## src/rtl/bram_read_arbiter_if.sv

```systemverilog
// ---------------------------------------------------------------------------
// bram_read_arbiter_if
//
// Bundles the request side (req/base/len), the return stream
// (grant/done/rd_*) and the BRAM read port of the shared weight/bias BRAM
// read scheduler into one interface.
//
// Modports:
//   slave  - the arbiter itself: takes requests and BRAM data, drives
//            grants, done pulses, the returned word stream and BRAM controls.
//   master - the surroundings: loaders driving requests plus the BRAM
//            returning read data.
// ---------------------------------------------------------------------------
interface bram_read_arbiter_if #(
  parameter int NUM_REQ    = 4,
  parameter int W          = 8,
  parameter int ADDR_WIDTH = 15,
  parameter int LEN_W      = 12
);
  logic [NUM_REQ-1:0]            req;
  logic [NUM_REQ*ADDR_WIDTH-1:0] req_base;
  logic [NUM_REQ*LEN_W-1:0]      req_len;
  logic [NUM_REQ-1:0]            grant;
  logic [NUM_REQ-1:0]            done;
  logic                          rd_valid;
  logic [W-1:0]                  rd_data;
  logic [LEN_W-1:0]              rd_index;
  logic                          bram_en;
  logic                          bram_ren;
  logic [ADDR_WIDTH-1:0]         bram_addr;
  logic [W-1:0]                  bram_dout;

  modport slave (
    input  req, req_base, req_len, bram_dout,
    output grant, done, rd_valid, rd_data, rd_index, bram_en, bram_ren, bram_addr
  );

  modport master (
    output req, req_base, req_len, bram_dout,
    input  grant, done, rd_valid, rd_data, rd_index, bram_en, bram_ren, bram_addr
  );
endinterface

```

## src/rtl/bram_read_arbiter.sv

```systemverilog
// ---------------------------------------------------------------------------
// bram_read_arbiter
//
// Owns the single read port of the weight/bias BRAM and serves NUM_REQ
// loader requesters one burst at a time in round-robin order. A burst reads
// len consecutive words starting at base; the fixed BRAM read latency is
// realigned with a valid/index pipeline so that each returned word leaves
// with its offset inside the burst, and the owner gets a one-cycle done.
//
// Ports:
//   clk  - system clock, rising edge
//   rst  - asynchronous active-high reset, aborts any burst without done
//   bus  - bram_read_arbiter_if.slave: req/req_base/req_len in, grant/done,
//          rd_valid/rd_data/rd_index out, bram_en/bram_ren/bram_addr out,
//          bram_dout in
// ---------------------------------------------------------------------------
module bram_read_arbiter #(
  parameter int NUM_REQ    = 4,
  parameter int W          = 8,
  parameter int ADDR_WIDTH = 15,
  parameter int LEN_W      = 12,
  parameter int RD_LAT     = 2
) (
  input  logic                clk,
  input  logic                rst,
  bram_read_arbiter_if.slave  bus
);

  localparam int PTR_W = (NUM_REQ > 1) ? $clog2(NUM_REQ) : 1;

  typedef enum logic [1:0] {IDLE, ISSUE, DRAIN, DONE} state_t;

  state_t                         state_q, state_d;
  logic [NUM_REQ-1:0]             grant_q, grant_d;
  logic [PTR_W-1:0]               rr_q, rr_d;
  logic [PTR_W-1:0]               owner_q, owner_d;
  logic                           en_q, en_d;
  logic                           ren_q, ren_d;
  logic [ADDR_WIDTH-1:0]          addr_q, addr_d;
  logic [LEN_W-1:0]               cnt_q, cnt_d;
  logic [LEN_W-1:0]               len_q, len_d;
  logic [RD_LAT-1:0]              pv_q, pv_d;
  logic [RD_LAT-1:0][LEN_W-1:0]   pi_q, pi_d;

  logic [ADDR_WIDTH-1:0]          base_arr [NUM_REQ];
  logic [LEN_W-1:0]               len_arr  [NUM_REQ];

  int                             cand;
  logic [PTR_W-1:0]               cand_idx;
  logic                           pick_found;
  logic [PTR_W-1:0]               pick_idx;

  // Split the flat per-requester base/len buses into arrays so the winner's
  // fields can be selected with a plain index.
  for (genvar g = 0; g < NUM_REQ; g++) begin : g_unpack
    assign base_arr[g] = bus.req_base[g*ADDR_WIDTH +: ADDR_WIDTH];
    assign len_arr[g]  = bus.req_len[g*LEN_W +: LEN_W];
  end

  // Round-robin pick: first asserted request scanning upward from rr_q with
  // wrap-around. Only consulted while IDLE.
  always_comb begin
    pick_found = 1'b0;
    pick_idx   = '0;
    cand       = 0;
    cand_idx   = '0;
    for (int k = 0; k < NUM_REQ; k++) begin
      cand = int'(rr_q) + k;
      if (cand >= NUM_REQ) cand = cand - NUM_REQ;
      cand_idx = PTR_W'(cand);
      if (!pick_found && bus.req[cand_idx]) begin
        pick_found = 1'b1;
        pick_idx   = cand_idx;
      end
    end
  end

  // Next-state logic. The valid/index pipeline stands in for the BRAM read
  // latency: an entry is pushed for every address issued and emerges from
  // the last stage exactly when that address's data appears on bram_dout.
  // DRAIN leaves once the pipeline would be empty after this edge, which
  // places DONE one cycle after the last returned word.
  always_comb begin
    state_d = state_q;
    grant_d = grant_q;
    rr_d    = rr_q;
    owner_d = owner_q;
    en_d    = en_q;
    ren_d   = ren_q;
    addr_d  = addr_q;
    cnt_d   = cnt_q;
    len_d   = len_q;

    pv_d[0] = (state_q == ISSUE);
    pi_d[0] = (state_q == ISSUE) ? cnt_q : '0;
    for (int s = 1; s < RD_LAT; s++) begin
      pv_d[s] = pv_q[s-1];
      pi_d[s] = pi_q[s-1];
    end

    case (state_q)
      IDLE: begin
        if (pick_found) begin
          owner_d = pick_idx;
          grant_d = NUM_REQ'(1) << pick_idx;
          en_d    = 1'b1;
          cnt_d   = '0;
          len_d   = len_arr[pick_idx];
          if (len_arr[pick_idx] == '0) begin
            state_d = DONE;
          end else begin
            ren_d   = 1'b1;
            addr_d  = base_arr[pick_idx];
            state_d = ISSUE;
          end
        end
      end
      ISSUE: begin
        if (cnt_q == len_q - LEN_W'(1)) begin
          ren_d   = 1'b0;
          state_d = DRAIN;
        end else begin
          addr_d = addr_q + ADDR_WIDTH'(1);
          cnt_d  = cnt_q + LEN_W'(1);
        end
      end
      DRAIN: begin
        if (pv_d == '0) state_d = DONE;
      end
      DONE: begin
        grant_d = '0;
        en_d    = 1'b0;
        rr_d    = (int'(owner_q) == NUM_REQ - 1) ? '0 : owner_q + PTR_W'(1);
        state_d = IDLE;
      end
      default: state_d = IDLE;
    endcase
  end

  // State register; reset discards any in-flight burst and its pipeline.
  always_ff @(posedge clk or posedge rst) begin
    if (rst) begin
      state_q <= IDLE;
      grant_q <= '0;
      rr_q    <= '0;
      owner_q <= '0;
      en_q    <= 1'b0;
      ren_q   <= 1'b0;
      addr_q  <= '0;
      cnt_q   <= '0;
      len_q   <= '0;
      pv_q    <= '0;
      pi_q    <= '0;
    end else begin
      state_q <= state_d;
      grant_q <= grant_d;
      rr_q    <= rr_d;
      owner_q <= owner_d;
      en_q    <= en_d;
      ren_q   <= ren_d;
      addr_q  <= addr_d;
      cnt_q   <= cnt_d;
      len_q   <= len_d;
      pv_q    <= pv_d;
      pi_q    <= pi_d;
    end
  end

  // done is the owner's grant bit during the single DONE cycle.
  assign bus.done      = (state_q == DONE) ? grant_q : '0;
  assign bus.grant     = grant_q;
  assign bus.bram_en   = en_q;
  assign bus.bram_ren  = ren_q;
  assign bus.bram_addr = addr_q;
  assign bus.rd_valid  = pv_q[RD_LAT-1];
  assign bus.rd_index  = pi_q[RD_LAT-1];
  assign bus.rd_data   = bus.bram_dout;

endmodule

```

## src/flat_wrapper.sv

```systemverilog
// flat-port wrapper written by rule: the top's interface ports become plain ports
module bram_read_arbiter_flat 
#(
  parameter int NUM_REQ    = 4,
  parameter int W          = 8,
  parameter int ADDR_WIDTH = 15,
  parameter int LEN_W      = 12,
  parameter int RD_LAT     = 2
)
  (clk, rst, bus_req, bus_req_base, bus_req_len, bus_bram_dout, bus_grant, bus_done, bus_rd_valid, bus_rd_data, bus_rd_index, bus_bram_en, bus_bram_ren, bus_bram_addr);
  bram_read_arbiter_if #(.NUM_REQ(NUM_REQ), .W(W), .ADDR_WIDTH(ADDR_WIDTH), .LEN_W(LEN_W)) bus_i ();
  input  logic clk;
  input  logic rst;
  input wire logic [$bits(bus_i.req)-1:0] bus_req;
  input wire logic [$bits(bus_i.req_base)-1:0] bus_req_base;
  input wire logic [$bits(bus_i.req_len)-1:0] bus_req_len;
  input wire logic [$bits(bus_i.bram_dout)-1:0] bus_bram_dout;
  output wire logic [$bits(bus_i.grant)-1:0] bus_grant;
  output wire logic [$bits(bus_i.done)-1:0] bus_done;
  output wire logic [$bits(bus_i.rd_valid)-1:0] bus_rd_valid;
  output wire logic [$bits(bus_i.rd_data)-1:0] bus_rd_data;
  output wire logic [$bits(bus_i.rd_index)-1:0] bus_rd_index;
  output wire logic [$bits(bus_i.bram_en)-1:0] bus_bram_en;
  output wire logic [$bits(bus_i.bram_ren)-1:0] bus_bram_ren;
  output wire logic [$bits(bus_i.bram_addr)-1:0] bus_bram_addr;
  assign bus_i.req = bus_req;
  assign bus_i.req_base = bus_req_base;
  assign bus_i.req_len = bus_req_len;
  assign bus_i.bram_dout = bus_bram_dout;
  assign bus_grant = bus_i.grant;
  assign bus_done = bus_i.done;
  assign bus_rd_valid = bus_i.rd_valid;
  assign bus_rd_data = bus_i.rd_data;
  assign bus_rd_index = bus_i.rd_index;
  assign bus_bram_en = bus_i.bram_en;
  assign bus_bram_ren = bus_i.bram_ren;
  assign bus_bram_addr = bus_i.bram_addr;
  bram_read_arbiter #(.NUM_REQ(NUM_REQ), .W(W), .ADDR_WIDTH(ADDR_WIDTH), .LEN_W(LEN_W), .RD_LAT(RD_LAT)) u_core (.clk(clk), .rst(rst), .bus(bus_i));
endmodule
```

## config.mk

```make
export PLATFORM = sky130hd
export DESIGN_NAME = bram_read_arbiter_flat
export DESIGN_NICKNAME = d
export VERILOG_FILES = /design/src/rtl/bram_read_arbiter_if.sv /design/src/rtl/bram_read_arbiter.sv /design/src/flat_wrapper.sv
export SDC_FILE = /design/constraint.sdc
export NUM_CORES = 1
export LEC_CHECK = 0
export ABC_AREA = 1
export CAP_MARGIN = 20
export CORE_MARGIN = 1
export CORE_UTILIZATION = 47
export DETAILED_ROUTE_END_ITERATION = 10
export GPL_ROUTABILITY_DRIVEN = 0
export PLACE_DENSITY = 0.85
export SLEW_MARGIN = 25
export SYNTH_ARGS = -nofsm -noshare
export SYNTH_HDL_FRONTEND = slang
export SYNTH_SLANG_ARGS = --single-unit
```

## constraint.sdc

```tcl
create_clock -name clk -period 3.3 [get_ports clk]
set_input_delay 0.825 -clock clk [delete_from_list [all_inputs] [get_ports clk]]
set_output_delay 0.825 -clock clk [all_outputs]
set_load 0.02 [all_outputs]
```

==> impl_metrics.prom, run 1 <==
# TYPE chip_impl_metric gauge
chip_impl_metric{name="drtPass1Iterations",unit=""} 5
chip_impl_metric{name="fill_cells",unit=""} 877
chip_impl_metric{name="cts_hold_buffers",unit=""} 0
chip_impl_metric{name="port_buffers",unit=""} 151
chip_impl_metric{name="yosys_warnings",unit=""} 0
chip_impl_metric{name="total_leakage_power",unit="uW"} 0.003576
chip_impl_metric{name="setup-violations-final",unit=""} 0
chip_impl_metric{name="antennaDiodeCount",unit=""} 0
chip_impl_metric{name="worst_pin_slew",unit="ns"} 0.6573
chip_impl_info{name="critical-path-slowest-cell",value="sky130_fd_sc_hd__clkdlybuf4s50_1"} 1
chip_impl_metric{name="power-per-cell-area",unit="nW/um^2"} 1067
chip_impl_metric{name="critical-path-max-stage-delay",unit="ns"} 0.43
chip_impl_metric{name="rows",unit=""} 37
chip_impl_metric{name="die_area",unit="sq um"} 11380
chip_impl_metric{name="mappedNetlistArea",unit="sq um"} 5151
chip_impl_metric{name="io-pin-count",unit=""} 168
chip_impl_metric{name="timing.clock.skew",unit="ns"} 0.01219
chip_impl_metric{name="route.antenna.remaining_nets",unit=""} 0
chip_impl_info{name="worstHoldStart",value="u_core.pi_d[21]"} 1
chip_impl_metric{name="cp.buffers_inverters",unit=""} 5
chip_impl_info{name="synth_most_common_cell",value="sky130_fd_sc_hd__nand2_1"} 1
chip_impl_metric{name="cp.depth",unit=""} 21
chip_impl_info{name="yosys-top-cells-area",value="sky130_fd_sc_hd__dfrtp_1 37%, sky130_fd_sc_hd__nand2_1 23%, sky130_fd_sc_hd__inv_1 5.0%, sky130_fd_sc_hd__nand4_1 4.6%, sky130_fd_sc_hd__nand3_1 4.3%"} 1
chip_impl_metric{name="placement.setup.worst_slack",unit="ns"} -0.1100
chip_impl_metric{name="met3WireLength",unit="um"} 615
chip_impl_metric{name="yosys.area.top_type_share",unit="%"} 37.41
chip_impl_metric{name="layout_worst_path_cycle_share",unit="%"} 91.89
chip_impl_metric{name="area_used_by_multi_input_combinational_logic",unit="sq um"} 2715
chip_impl_metric{name="synth_enable_flop_cells",unit=""} 0
chip_impl_info{name="critical_path.top_delay_family",value="simple AND/OR/NAND/NOR gates"} 1
chip_impl_metric{name="gr-usage-all-layers",unit="%"} 25.12
chip_impl_info{name="r2r_start",value="u_core.rr_q[0]"} 1
chip_impl_metric{name="worst_skew_pair.late_latency",unit="ns"} 0.37
chip_impl_metric{name="drive_gt1_share",unit="%"} 8.932
chip_impl_metric{name="wirelength_per_cell",unit="um"} 12.85
chip_impl_metric{name="postSynthNetCount",unit=""} 877
chip_impl_metric{name="fin_cells",unit=""} 1054
chip_impl_metric{name="globalRoute.totalOverflow",unit=""} 0
chip_impl_info{name="top_layer",value="met4"} 1
chip_impl_metric{name="seqCellArea",unit="sq um"} 1927
chip_impl_info{name="cell_type_contributing_the_most_total_cell_area_after_synthesis",value="sky130_fd_sc_hd__dfrtp_1"} 1
chip_impl_info{name="timing.critical_path.cells",value="clkdlybuf4s50_1, inv_1, nand2_1, nand3_2, nand2_2, buf_12, nor2_8, nand3_4, nand3_4, inv_2, nand2_1, nand2_1, nand2_1, nand2_1, nor2_1, nand2_1, nor2_2, nand2_4, buf_4, nand3_1, nand2_1"} 1
chip_impl_metric{name="sequential_cell_area_fraction_in_the_yosys_report",unit="%"} 37.41
chip_impl_metric{name="reg2reg_depth",unit=""} 21
chip_impl_metric{name="average_via_count_per_standard_cell",unit=""} 5.035
chip_impl_metric{name="cts_num_sinks",unit=""} 77
chip_impl_metric{name="wl_met1",unit="um"} 6013
chip_impl_metric{name="place.detailed.hpwl",unit="um"} 10530
chip_impl_metric{name="first_pass_grt_wire_length",unit="um"} 22910
chip_impl_metric{name="holdWs",unit="ns"} 0.3477
chip_impl_metric{name="timing.max_slew.rel_slack",unit="%"} 56.18
chip_impl_metric{name="clk_path_buf_depth",unit=""} 2
chip_impl_metric{name="core_area",unit="sq um"} 10460
chip_impl_metric{name="place_inst",unit=""} 1038
chip_impl_metric{name="setup_slack",unit="ns"} 0.2675
chip_impl_info{name="timing.critical_path.from",value="bus_req[3]"} 1
chip_impl_metric{name="syn2layout_area_growth",unit="%"} 39.54
chip_impl_info{name="cts_root_cell",value="sky130_fd_sc_hd__clkbuf_8"} 1
chip_impl_metric{name="final_period_minus_worst_setup_slack",unit="ns"} 3.033
chip_impl_metric{name="hold_viol",unit=""} 0
chip_impl_metric{name="cp.required",unit="ns"} 3.56
chip_impl_metric{name="fin_setup_tns",unit="ns"} 0
chip_impl_metric{name="finish.net_count",unit=""} 1043
chip_impl_info{name="netlist_top_cells_count",value="311 x sky130_fd_sc_hd__nand2_1, 77 x sky130_fd_sc_hd__dfrtp_1, 68 x sky130_fd_sc_hd__inv_1"} 1
chip_impl_metric{name="cts_setup_buffers",unit=""} 0
chip_impl_metric{name="first_global_vias",unit=""} 4982
chip_impl_info{name="status",value="finished clean"} 1
chip_impl_metric{name="tritoncts.num_buffers",unit=""} 9
chip_impl_metric{name="synthDistinctLibCells",unit=""} 34
chip_impl_metric{name="ctsHtreeMaxLevel",unit=""} 3
chip_impl_info{name="grt_setup_unrepaired",value="false"} 1
chip_impl_metric{name="number_of_drc_markers_after_the_initial_detailed_route_iteration",unit=""} 329
chip_impl_metric{name="synth_cells",unit=""} 747
chip_impl_metric{name="timing_max_transition_violations_final",unit=""} 0
chip_impl_metric{name="critical_path.max_fanout",unit=""} 21
chip_impl_metric{name="max_cap_violations",unit=""} 0
chip_impl_info{name="yosys_most_used_dff",value="sky130_fd_sc_hd__dfrtp_1"} 1
chip_impl_metric{name="floorplan.die.height",unit="um"} 106.7
chip_impl_metric{name="grt_start_max_net_pins",unit=""} 43
chip_impl_info{name="most_common_cell_type_on_the_critical_path",value="sky130_fd_sc_hd__nand2_1"} 1
chip_impl_metric{name="synthesis_stage_register_bit_count",unit=""} 77
chip_impl_metric{name="timing.critical_path.arrival",unit="ns"} 3.29
chip_impl_metric{name="worst_hold_path.num_cells",unit=""} 0
chip_impl_metric{name="cts.repair.resized",unit=""} 0
chip_impl_info{name="worstHoldPathType",value="flop to flop"} 1
chip_impl_info{name="critPathLaunchType",value="primary input"} 1
chip_impl_metric{name="peakVddDrop",unit="V"} 0.0007284
chip_impl_metric{name="remaining_drc_errors",unit=""} 0
chip_impl_metric{name="detailroute.wirelength.met2",unit="um"} 6663
chip_impl_metric{name="synth.avg_cell_area",unit="sq um"} 6.896
chip_impl_metric{name="fmaxAchievable",unit="MHz"} 329.8
chip_impl_info{name="cts_tree",value="done"} 1
chip_impl_metric{name="initial_utilization",unit="%"} 49.23
chip_impl_metric{name="routed_wirelength",unit="um"} 13540
chip_impl_metric{name="antenna_found_initial",unit=""} 0
chip_impl_metric{name="path_clk_slew",unit="ns"} 0.08
chip_impl_info{name="setup.worst_path.end_class",value="flop"} 1
chip_impl_metric{name="ys_async_sr_fraction",unit="%"} 100.0
chip_impl_metric{name="die_width",unit="um"} 106.7
chip_impl_metric{name="num_vias",unit=""} 5307
chip_impl_info{name="critical_path_class",value="primary input to flop"} 1
[report_power, final]
part / internal, uW / leakage, uW / switching [uW] / total (uW)
logic: 2290 / 0.00247 / 3160 / 5450
clock network: 371 / 0.0000959 / 348 / 719
registers: 1220 / 0.00101 / 280 / 1500
[cells by family after synthesis]
logic type / synth area share [%]
AO/OA/AOI/OAI: 6.534
XOR/XNOR: 5.441
adder cells (fa/ha/maj): 1.943
buffers and inverters: 9.885
flip-flops: 37.41
AND/OR/NAND/NOR: 38.79
[layer usage]
layer  GRT usage, %  vias up
met4          9.589        0
met1          32.37     2403
met3          3.647       21
met2          42.58      175
met5              0        -
li1               -     2708
[placed cells by master, fill, tap and decap left out, types with 2 or more instances in the layout]
| master | netlist | final |
|---|---|---|
| sky130_fd_sc_hd__clkinvlp_4 | 0 | 2 |
| sky130_fd_sc_hd__o32ai_1 | 3 | 3 |
| sky130_fd_sc_hd__xnor2_1 | 11 | 11 |
| sky130_fd_sc_hd__clkbuf_8 | 0 | 10 |
| sky130_fd_sc_hd__nand3_1 | 44 | 44 |
| sky130_fd_sc_hd__inv_2 | 6 | 7 |
| sky130_fd_sc_hd__nand2_4 | 2 | 2 |
| sky130_fd_sc_hd__buf_4 | 10 | 35 |
| sky130_fd_sc_hd__xor2_1 | 21 | 21 |
| sky130_fd_sc_hd__o31ai_1 | 6 | 6 |
| sky130_fd_sc_hd__nor4_1 | 2 | 2 |
| sky130_fd_sc_hd__nor3_1 | 6 | 6 |
| sky130_fd_sc_hd__buf_12 | 0 | 6 |
| sky130_fd_sc_hd__nand2_2 | 6 | 6 |
| sky130_fd_sc_hd__nand4_1 | 38 | 38 |
| sky130_fd_sc_hd__clkdlybuf4s50_1 | 0 | 151 |
| sky130_fd_sc_hd__nand2_1 | 311 | 311 |
| sky130_fd_sc_hd__nand3_4 | 2 | 2 |
| sky130_fd_sc_hd__ha_1 | 8 | 8 |
| sky130_fd_sc_hd__inv_1 | 68 | 67 |
| sky130_fd_sc_hd__dfrtp_1 | 77 | 77 |
| sky130_fd_sc_hd__nor2_2 | 5 | 5 |
| sky130_fd_sc_hd__a31oi_1 | 5 | 5 |
| sky130_fd_sc_hd__o21ai_0 | 35 | 35 |
| sky130_fd_sc_hd__nand3_2 | 3 | 3 |
| sky130_fd_sc_hd__o21ai_1 | 2 | 2 |
| sky130_fd_sc_hd__nor2_1 | 37 | 37 |
| sky130_fd_sc_hd__a21oi_1 | 4 | 4 |
| sky130_fd_sc_hd__a22oi_1 | 2 | 2 |
| sky130_fd_sc_hd__nand3b_1 | 2 | 2 |
[final cells by class]
class	count	area share (%)
Clock buffer	11	1.967
Multi-Input combinational cell	558	37.77
Tap cell	136	2.367
Sequential cell	77	26.81
Timing Repair Buffer	192	26.35
Clock inverter	5	0.8181
Inverter	75	3.916
[state kept, by name, indices dropped and copies added (netlist names)]
register	cells
u_core.bus.bram_addr	15
u_core.bus.rd_index	12
u_core.cnt_q	12
u_core.len_q	12
u_core.pi_d	12
u_core.bus.grant	4
u_core.owner_q	2
u_core.pv_q	2
u_core.rr_q	2
u_core.state_q	2
u_core.bus.bram_en	1
u_core.bus.bram_ren	1
[final timing paths]
check / endpoint / slack, ns
max: u_core.bus.bram_addr[1] / 0.27
min: u_core.bus.rd_index[9] / 0.35
max reg2reg: u_core.bus.bram_addr[1] / 0.48
min reg2reg: u_core.bus.rd_index[9] / 0.35
max in group asynchronous: u_core.cnt_q[4] / 2.00
min in group asynchronous: u_core.bus.rd_index[9] / 0.63
[metrics by stage]
stage                     power, uW  cell area [sq um]  util, %
after global placement         6798               6988    66.79
after global routing           8440               7188    68.70
after CTS                      7670               7188    68.70
final                          7672               7188    68.70
after detailed placement       6910               6988    66.79
after floorplan                5023               5151        -
Power figures use the tool's default switching activity.
==> inputs of run 2 (changes only) <==
--- a/config.mk
+++ b/config.mk
@@ -8,10 +8,11 @@
 export ABC_AREA = 1
 export CAP_MARGIN = 20
 export CORE_MARGIN = 1
-export CORE_UTILIZATION = 47
+export CORE_UTILIZATION = 48
+export CTS_BUF_LIST = sky130_fd_sc_hd__clkbuf_4
 export DETAILED_ROUTE_END_ITERATION = 10
 export GPL_ROUTABILITY_DRIVEN = 0
-export PLACE_DENSITY = 0.85
+export PLACE_DENSITY = 0.87
 export SLEW_MARGIN = 25
 export SYNTH_ARGS = -nofsm -noshare
 export SYNTH_HDL_FRONTEND = slang
==> impl_metrics.prom, run 2 (synthesis gave the netlist of run 1 again) <==
# TYPE chip_impl_metric gauge
chip_impl_info{name="status",value="finished clean"} 1
chip_impl_metric{name="remaining_drc_errors",unit=""} 0
chip_impl_info{name="grt_setup_unrepaired",value="false"} 1
chip_impl_metric{name="final_cell_area",unit="sq um"} 7024
chip_impl_info{name="cts_root_cell",value="sky130_fd_sc_hd__clkbuf_4"} 1
chip_impl_metric{name="rows",unit=""} 37
chip_impl_metric{name="pwr-share-seq",unit="%"} 20.2
chip_impl_metric{name="cts_setup_buffers",unit=""} 0
chip_impl_info{name="globalRoute.busiestLayer",value="met2"} 1
chip_impl_metric{name="die_width",unit="um"} 105.6
chip_impl_metric{name="fmaxAchievable",unit="MHz"} 344.2
chip_impl_info{name="most_common_cell_after_layout_fill_and_taps_aside",value="sky130_fd_sc_hd__nand2_1"} 1
chip_impl_metric{name="core_area",unit="sq um"} 10370
chip_impl_metric{name="syn2layout_area_growth",unit="%"} 36.36
chip_impl_info{name="critPathLaunchType",value="primary input"} 1
chip_impl_metric{name="tritoncts.num_buffers",unit=""} 9
chip_impl_metric{name="grt_start_max_net_pins",unit=""} 46
chip_impl_metric{name="clk_path_buf_depth",unit=""} 2
chip_impl_metric{name="p_clk_share",unit="%"} 9.2
chip_impl_metric{name="total_leakage_power",unit="uW"} 0.003478
chip_impl_metric{name="floorplan.die.height",unit="um"} 105.6
chip_impl_metric{name="place_inst",unit=""} 1018
chip_impl_metric{name="switching_share",unit="%"} 51.45
chip_impl_metric{name="cts.repair.resized",unit=""} 0
chip_impl_metric{name="largest_register_ffs",unit=""} 15
chip_impl_info{name="worstHoldPathType",value="flop to flop"} 1
chip_impl_metric{name="globalRoute.totalOverflow",unit=""} 0
chip_impl_metric{name="gr-usage-all-layers",unit="%"} 25.65
chip_impl_metric{name="internal_power",unit="uW"} 3575
chip_impl_metric{name="finish.net_count",unit=""} 1023
chip_impl_metric{name="port_buffers",unit=""} 151
chip_impl_metric{name="route.antenna.remaining_nets",unit=""} 0
chip_impl_metric{name="worst_skew_pair.late_latency",unit="ns"} 0.43
chip_impl_metric{name="setup-violations-final",unit=""} 0
chip_impl_info{name="cts_tree",value="done"} 1
chip_impl_metric{name="drtPass1Iterations",unit=""} 5
chip_impl_metric{name="initial_utilization",unit="%"} 49.67
chip_impl_metric{name="hold_viol",unit=""} 0
chip_impl_metric{name="peakVddDrop",unit="V"} 0.0005752
chip_impl_metric{name="timing.critical_path.arrival",unit="ns"} 3.25
chip_impl_info{name="critical_path_class",value="primary input to flop"} 1
chip_impl_metric{name="timing.max_slew.rel_slack",unit="%"} 53.88
chip_impl_metric{name="total_switching_power",unit="uW"} 3788
chip_impl_metric{name="p_comb_share",unit="%"} 70.6
chip_impl_metric{name="average_via_count_per_standard_cell",unit=""} 5.130
chip_impl_metric{name="power-per-cell-area",unit="nW/um^2"} 1048
chip_impl_info{name="setup.worst_path.end_class",value="flop"} 1
chip_impl_metric{name="cts_hold_buffers",unit=""} 0
chip_impl_metric{name="final_period_minus_worst_setup_slack",unit="ns"} 2.905
chip_impl_metric{name="post_dp_cell_area",unit="sq um"} 6850
chip_impl_metric{name="first_pass_grt_wire_length",unit="um"} 22910
chip_impl_metric{name="antenna_found_initial",unit=""} 0
chip_impl_metric{name="ctsHtreeMaxLevel",unit=""} 3
chip_impl_metric{name="wirelength_per_cell",unit="um"} 13.21
chip_impl_metric{name="globalRouteMet3Util",unit="%"} 3.772
chip_impl_metric{name="routed_wirelength",unit="um"} 13670
chip_impl_metric{name="max_cap_violations",unit=""} 0
chip_impl_metric{name="worst_pin_slew",unit="ns"} 0.6846
chip_impl_metric{name="critical_path.max_fanout",unit=""} 25
chip_impl_metric{name="layout_worst_path_cycle_share",unit="%"} 88.04
chip_impl_metric{name="timing.clock.skew",unit="ns"} 0.01127
chip_impl_metric{name="number_of_drc_markers_after_the_initial_detailed_route_iteration",unit=""} 441
chip_impl_metric{name="timing_max_transition_violations_final",unit=""} 0
chip_impl_metric{name="cts_num_sinks",unit=""} 77
chip_impl_metric{name="io-pin-count",unit=""} 168
chip_impl_metric{name="grtUsageMet2",unit="%"} 43.33
chip_impl_metric{name="num_vias",unit=""} 5310
chip_impl_metric{name="globalRouteMet1Util",unit="%"} 33.89
chip_impl_metric{name="cp.required",unit="ns"} 3.65
chip_impl_info{name="mostFrequentLayoutCells",value="311 x sky130_fd_sc_hd__nand2_1, 151 x sky130_fd_sc_hd__clkdlybuf4s50_1, 77 x sky130_fd_sc_hd__dfrtp_1"} 1
chip_impl_metric{name="drive_gt1_share",unit="%"} 7.016
chip_impl_metric{name="fin_cells",unit=""} 1035
chip_impl_metric{name="first_global_vias",unit=""} 4904
chip_impl_metric{name="die_area",unit="sq um"} 11150
chip_impl_metric{name="place.detailed.hpwl",unit="um"} 10400
chip_impl_metric{name="path_clk_slew",unit="ns"} 0.13
[run 2: changes by cell type in the layout (fill, tap and decap cells not counted), sizes merged]
cell | previous run | this run
diode | 0 | 1
clkinvlp | 2 | 1
clkinv | 2 | 3
buf | 41 | 21
clkbuf | 11 | 10
bufinv | 1 | 2
[run 2: final cells by class]
| class | instances | area (sq um) |
|---|---|---|
| multi-input cells | 558 | 2715 |
| well taps | 136 | 170.2 |
| diodes | 1 | 2.502 |
| inverters | 75 | 281.5 |
| repair buffers | 172 | 1757 |
| flip-flops and latches | 77 | 1927 |
| clock buffers | 10 | 75.07 |
| fillers | 867 | 3346 |
| clock inverters | 6 | 96.34 |
[run 2: layer usage]
layer | up-vias | share of wire (%)
li1 | 2668 | -
met1 | 2420 | 43
met2 | 194 | 49
met3 | 28 | 5.9
met4 | 0 | 2.2
met5 | - | 0
[run 2: final timing paths]
check | cells after the start | to | startpoint | slack (ns)
min in group asynchronous | 2 | u_core.pi_d[20] | rst | 0.79
min | 0 | u_core.bus.rd_index[2] | u_core.pi_d[14] | 0.36
max | 20 | u_core.bus.bram_addr[3] | bus_req[3] | 0.39
min reg2reg | 0 | u_core.bus.rd_index[2] | u_core.pi_d[14] | 0.36
max in group asynchronous | 3 | u_core.len_q[3] | rst | 1.83
max reg2reg | 21 | u_core.bus.bram_addr[3] | u_core.rr_q[0] | 0.55
[run 2: worst max-delay path, cell delays in order]
cell                              delay [ns]
sky130_fd_sc_hd__clkdlybuf4s50_1        0.48
sky130_fd_sc_hd__inv_1                  0.06
sky130_fd_sc_hd__nand2_1                0.09
sky130_fd_sc_hd__nand3_2                0.10
sky130_fd_sc_hd__nand2_2                0.14
sky130_fd_sc_hd__clkinv_1               0.11
sky130_fd_sc_hd__nand2_1                0.10
sky130_fd_sc_hd__nand2_2                0.10
sky130_fd_sc_hd__nand3_4                0.10
sky130_fd_sc_hd__buf_12                 0.17
sky130_fd_sc_hd__nand2_1                0.06
sky130_fd_sc_hd__nand2_1                0.05
sky130_fd_sc_hd__nand2_1                0.06
sky130_fd_sc_hd__a21oi_1                0.15
sky130_fd_sc_hd__nand2_1                0.08
sky130_fd_sc_hd__nor2_2                 0.12
sky130_fd_sc_hd__nand2_4                0.13
sky130_fd_sc_hd__buf_4                  0.20
sky130_fd_sc_hd__nand3_1                0.08
sky130_fd_sc_hd__nand2_1                0.06
[run 2: stage by stage]
stage          setup TNS (ns)  power (uW)  setup slack, ns  hold slack, ns  utilization, %
2_1_floorplan               0        5023           0.5083          0.3312               -
3_3_place_gp                0        6545          0.03785          0.3322           66.06
3_5_place_dp          -0.1439        6639         -0.03094          0.3347           66.06
4_1_cts                     0        7345           0.4432          0.3605           67.71
5_1_grt                     0        8064           0.1936          0.3539           67.71
6_report                    0        7362           0.3948          0.3637           67.74
[run 2: power by group through the flow]
stage               Clock (uW)  Sequential (uW)  Combinational [uW]
finish                     674             1490                5200
global route               729             1530                5800
CTS                        687             1490                5170
detailed placement           0             1500                5140
global placement             0             1490                5050
floorplan                    0             1580                3450
==> inputs of run 3 (changes only) <==
--- a/config.mk
+++ b/config.mk
@@ -7,12 +7,15 @@
 export LEC_CHECK = 0
 export ABC_AREA = 1
 export CAP_MARGIN = 20
+export CELL_PAD_IN_SITES_DETAIL_PLACEMENT = 0
+export CELL_PAD_IN_SITES_GLOBAL_PLACEMENT = 1
+export CORE_ASPECT_RATIO = 0.8
 export CORE_MARGIN = 1
-export CORE_UTILIZATION = 48
+export CORE_UTILIZATION = 33
 export CTS_BUF_LIST = sky130_fd_sc_hd__clkbuf_4
 export DETAILED_ROUTE_END_ITERATION = 10
 export GPL_ROUTABILITY_DRIVEN = 0
-export PLACE_DENSITY = 0.87
+export PLACE_DENSITY = 0.86
 export SLEW_MARGIN = 25
 export SYNTH_ARGS = -nofsm -noshare
 export SYNTH_HDL_FRONTEND = slang
==> impl_metrics.prom, run 3 (synthesis gave the netlist of run 1 again) <==
# TYPE chip_impl_metric gauge
chip_impl_metric{name="die_area",unit="sq um"} 16120
chip_impl_metric{name="num_vias",unit=""} 5125
chip_impl_info{name="critPathLaunchType",value="primary input"} 1
chip_impl_metric{name="holdWs",unit="ns"} 0.3579
chip_impl_info{name="most_common_cell_after_layout_fill_and_taps_aside",value="sky130_fd_sc_hd__nand2_1"} 1
chip_impl_metric{name="average_via_count_per_standard_cell",unit=""} 4.592
chip_impl_info{name="grt_setup_unrepaired",value="false"} 1
chip_impl_metric{name="remaining_drc_errors",unit=""} 0
chip_impl_metric{name="timing.max_slew.rel_slack",unit="%"} 55.78
chip_impl_metric{name="cts_num_sinks",unit=""} 77
chip_impl_metric{name="number_of_drc_markers_after_the_initial_detailed_route_iteration",unit=""} 285
chip_impl_metric{name="timing.critical_path.arrival",unit="ns"} 3.26
chip_impl_metric{name="die_width",unit="um"} 141.7
chip_impl_metric{name="largest_register_ffs",unit=""} 15
chip_impl_info{name="setup.worst_path.end_class",value="flop"} 1
chip_impl_metric{name="power-per-cell-area",unit="nW/um^2"} 1019
chip_impl_info{name="critical_path_class",value="primary input to flop"} 1
chip_impl_info{name="critical-path-slowest-cell",value="sky130_fd_sc_hd__clkdlybuf4s50_1"} 1
chip_impl_metric{name="post_dp_cell_area",unit="sq um"} 6953
chip_impl_metric{name="cp.required",unit="ns"} 3.61
chip_impl_metric{name="setup-violations-final",unit=""} 0
chip_impl_metric{name="final_core_utilization",unit="%"} 46.76
chip_impl_metric{name="rows",unit=""} 40
chip_impl_metric{name="finish.net_count",unit=""} 1031
chip_impl_metric{name="gr-usage-all-layers",unit="%"} 18.77
chip_impl_metric{name="final_cell_area",unit="sq um"} 7068
chip_impl_metric{name="antenna_found_initial",unit=""} 0
chip_impl_metric{name="layout_worst_path_cycle_share",unit="%"} 89.34
chip_impl_metric{name="timing.clock.skew",unit="ns"} 0.01229
chip_impl_metric{name="grt_start_max_net_pins",unit=""} 78
chip_impl_info{name="status",value="finished clean"} 1
chip_impl_metric{name="antennaDiodeCount",unit=""} 0
chip_impl_metric{name="tritoncts.num_buffers",unit=""} 9
chip_impl_metric{name="total_leakage_power",unit="uW"} 0.003475
chip_impl_metric{name="drtPass1Iterations",unit=""} 4
chip_impl_metric{name="route.antenna.remaining_nets",unit=""} 0
chip_impl_metric{name="cts_hold_buffers",unit=""} 0
chip_impl_info{name="cts_tree",value="done"} 1
chip_impl_info{name="worstHoldPathType",value="flop to flop"} 1
chip_impl_metric{name="peakVddDrop",unit="V"} 0.0005117
chip_impl_info{name="timing.critical_path.cells",value="clkdlybuf4s50_1, inv_1, nand2_1, nand3_2, nand2_2, clkinv_1, nand2_1, nand2_2, nand3_4, buf_12, nand2_1, nand2_1, nand2_1, a21oi_1, nand2_1, nor2_2, nand2_4, buf_4, nand3_1, nand2_1"} 1
chip_impl_metric{name="cts_setup_buffers",unit=""} 0
chip_impl_metric{name="post-layout-total-power",unit="uW"} 7203
chip_impl_metric{name="max_cap_violations",unit=""} 0
chip_impl_metric{name="drive_gt1_share",unit="%"} 7.837
chip_impl_metric{name="place.detailed.hpwl",unit="um"} 11420
chip_impl_metric{name="critical-path-max-stage-delay",unit="ns"} 0.47
chip_impl_metric{name="clk_path_buf_depth",unit=""} 2
chip_impl_metric{name="fin_setup_tns",unit="ns"} 0
chip_impl_metric{name="cp.buffers_inverters",unit=""} 5
chip_impl_info{name="cts_root_cell",value="sky130_fd_sc_hd__clkbuf_4"} 1
chip_impl_metric{name="port_buffers",unit=""} 151
chip_impl_metric{name="critical_path.max_fanout",unit=""} 22
chip_impl_metric{name="cts.repair.resized",unit=""} 0
chip_impl_metric{name="io-pin-count",unit=""} 168
chip_impl_metric{name="final_period_minus_worst_setup_slack",unit="ns"} 2.948
chip_impl_metric{name="core_area",unit="sq um"} 15110
chip_impl_metric{name="ctsHtreeMaxLevel",unit=""} 3
chip_impl_metric{name="first_pass_grt_wire_length",unit="um"} 24130
chip_impl_metric{name="fmaxAchievable",unit="MHz"} 339.2
chip_impl_metric{name="path_clk_slew",unit="ns"} 0.11
chip_impl_metric{name="worst_pin_slew",unit="ns"} 0.6563
chip_impl_metric{name="routed_wirelength",unit="um"} 14220
chip_impl_metric{name="globalRoute.totalOverflow",unit=""} 0
chip_impl_metric{name="worst_skew_pair.late_latency",unit="ns"} 0.41
chip_impl_metric{name="initial_utilization",unit="%"} 34.08
chip_impl_metric{name="fill_cells",unit=""} 1564
chip_impl_metric{name="hold_viol",unit=""} 0
chip_impl_metric{name="first_global_vias",unit=""} 4832
chip_impl_metric{name="floorplan.die.height",unit="um"} 113.8
chip_impl_info{name="mostFrequentLayoutCells",value="311 x sky130_fd_sc_hd__nand2_1, 151 x sky130_fd_sc_hd__clkdlybuf4s50_1, 77 x sky130_fd_sc_hd__dfrtp_1"} 1
chip_impl_metric{name="wirelength_per_cell",unit="um"} 12.74
chip_impl_metric{name="timing_max_transition_violations_final",unit=""} 0
chip_impl_metric{name="syn2layout_area_growth",unit="%"} 37.21
chip_impl_info{name="critical_path.top_delay_family",value="simple AND/OR/NAND/NOR gates"} 1
chip_impl_info{name="most_common_cell_type_on_the_critical_path",value="sky130_fd_sc_hd__nand2_1"} 1
==> run 3: cell count changes in the layout (fill, tap and decap cells not counted) <==
cell	before	now
sky130_fd_sc_hd__buf_4	14	26
sky130_fd_sc_hd__buf_12	7	3
sky130_fd_sc_hd__bufinv_16	2	0
sky130_fd_sc_hd__clkbuf_4	10	12
sky130_fd_sc_hd__clkinv_2	0	2
sky130_fd_sc_hd__clkinv_4	2	0
sky130_fd_sc_hd__clkinvlp_4	1	2
sky130_fd_sc_hd__diode_2	1	0
sky130_fd_sc_hd__inv_8	1	0
==> run 3: cell type report <==
class                           instances  area, sq um  share of cell area (%)
Clock buffer                           12        90.09                   1.275
Clock inverter                          4        25.02                  0.3540
Inverter                               75        281.5                   3.983
Multi-Input combinational cell        558         2715                   38.41
Sequential cell                        77         1927                   27.26
Tap cell                              210        262.8                   3.717
Timing Repair Buffer                  180         1767                   25.00
==> run 3: worst reg2reg max path, stage by stage, from the launching register on <==
cell and delay (ns):
sky130_fd_sc_hd__dfrtp_1 0.58, sky130_fd_sc_hd__inv_2 0.17, sky130_fd_sc_hd__nand2_1 0.09, sky130_fd_sc_hd__nand2_1 0.10, sky130_fd_sc_hd__nand2_1 0.10, sky130_fd_sc_hd__nand2_2 0.08, sky130_fd_sc_hd__nor2_8 0.12, sky130_fd_sc_hd__nand3_1 0.08
sky130_fd_sc_hd__nand3_1 0.09, sky130_fd_sc_hd__nand2_2 0.09, sky130_fd_sc_hd__buf_4 0.18, sky130_fd_sc_hd__nor2_2 0.49, sky130_fd_sc_hd__nand2_1 0.11, sky130_fd_sc_hd__nand4_1 0.19, sky130_fd_sc_hd__nand2_1 0.09, sky130_fd_sc_hd__nand2_1 0.08
sky130_fd_sc_hd__nand3_1 0.08, sky130_fd_sc_hd__nand2_1 0.07
==> run 3: report_power, final <==
| part | switching, uW | total, uW | internal [uW] |
|---|---|---|---|
| clock network | 318 | 496 | 178 |
| logic | 3190 | 5210 | 2020 |
| registers | 280 | 1500 | 1220 |
==> run 3: path summary, 6_finish.rpt <==
path | startpoint | endpoint | slack, ns | cells past startpoint
setup reg to reg | u_core.rr_q[0] | u_core.bus.bram_addr[1] | 0.45 | 17
setup / recovery | bus_req[3] | u_core.bus.bram_addr[1] | 0.35 | 20
hold reg to reg | u_core.pi_d[22] | u_core.bus.rd_index[10] | 0.36 | 0
min in group asynchronous | rst | u_core.pv_q[1] | 0.80 | 3
hold / removal | u_core.pi_d[22] | u_core.bus.rd_index[10] | 0.36 | 0
max in group asynchronous | rst | u_core.cnt_q[0] | 2.17 | 3
==> run 3: through the flow <==
| stage | setup slack [ns] | std cells |
|---|---|---|
| 2_1_floorplan | 0.5083 | 747 |
| 3_3_place_gp | -0.07107 | 1100 |
| 3_5_place_dp | -0.08876 | 1100 |
| 4_1_cts | 0.3574 | 1116 |
| 5_1_grt | 0.03352 | 1116 |
| 6_report | 0.3517 | 1116 |
==> run 3: metal layers <==
layer	GRT usage, %	vias to the layer above	part of all wire [%]
met5	0	-	0
met4	6.882	0	2.3
met3	2.813	23	5.4
met2	26.93	151	41
met1	28.27	2270	52
li1	-	2681	-
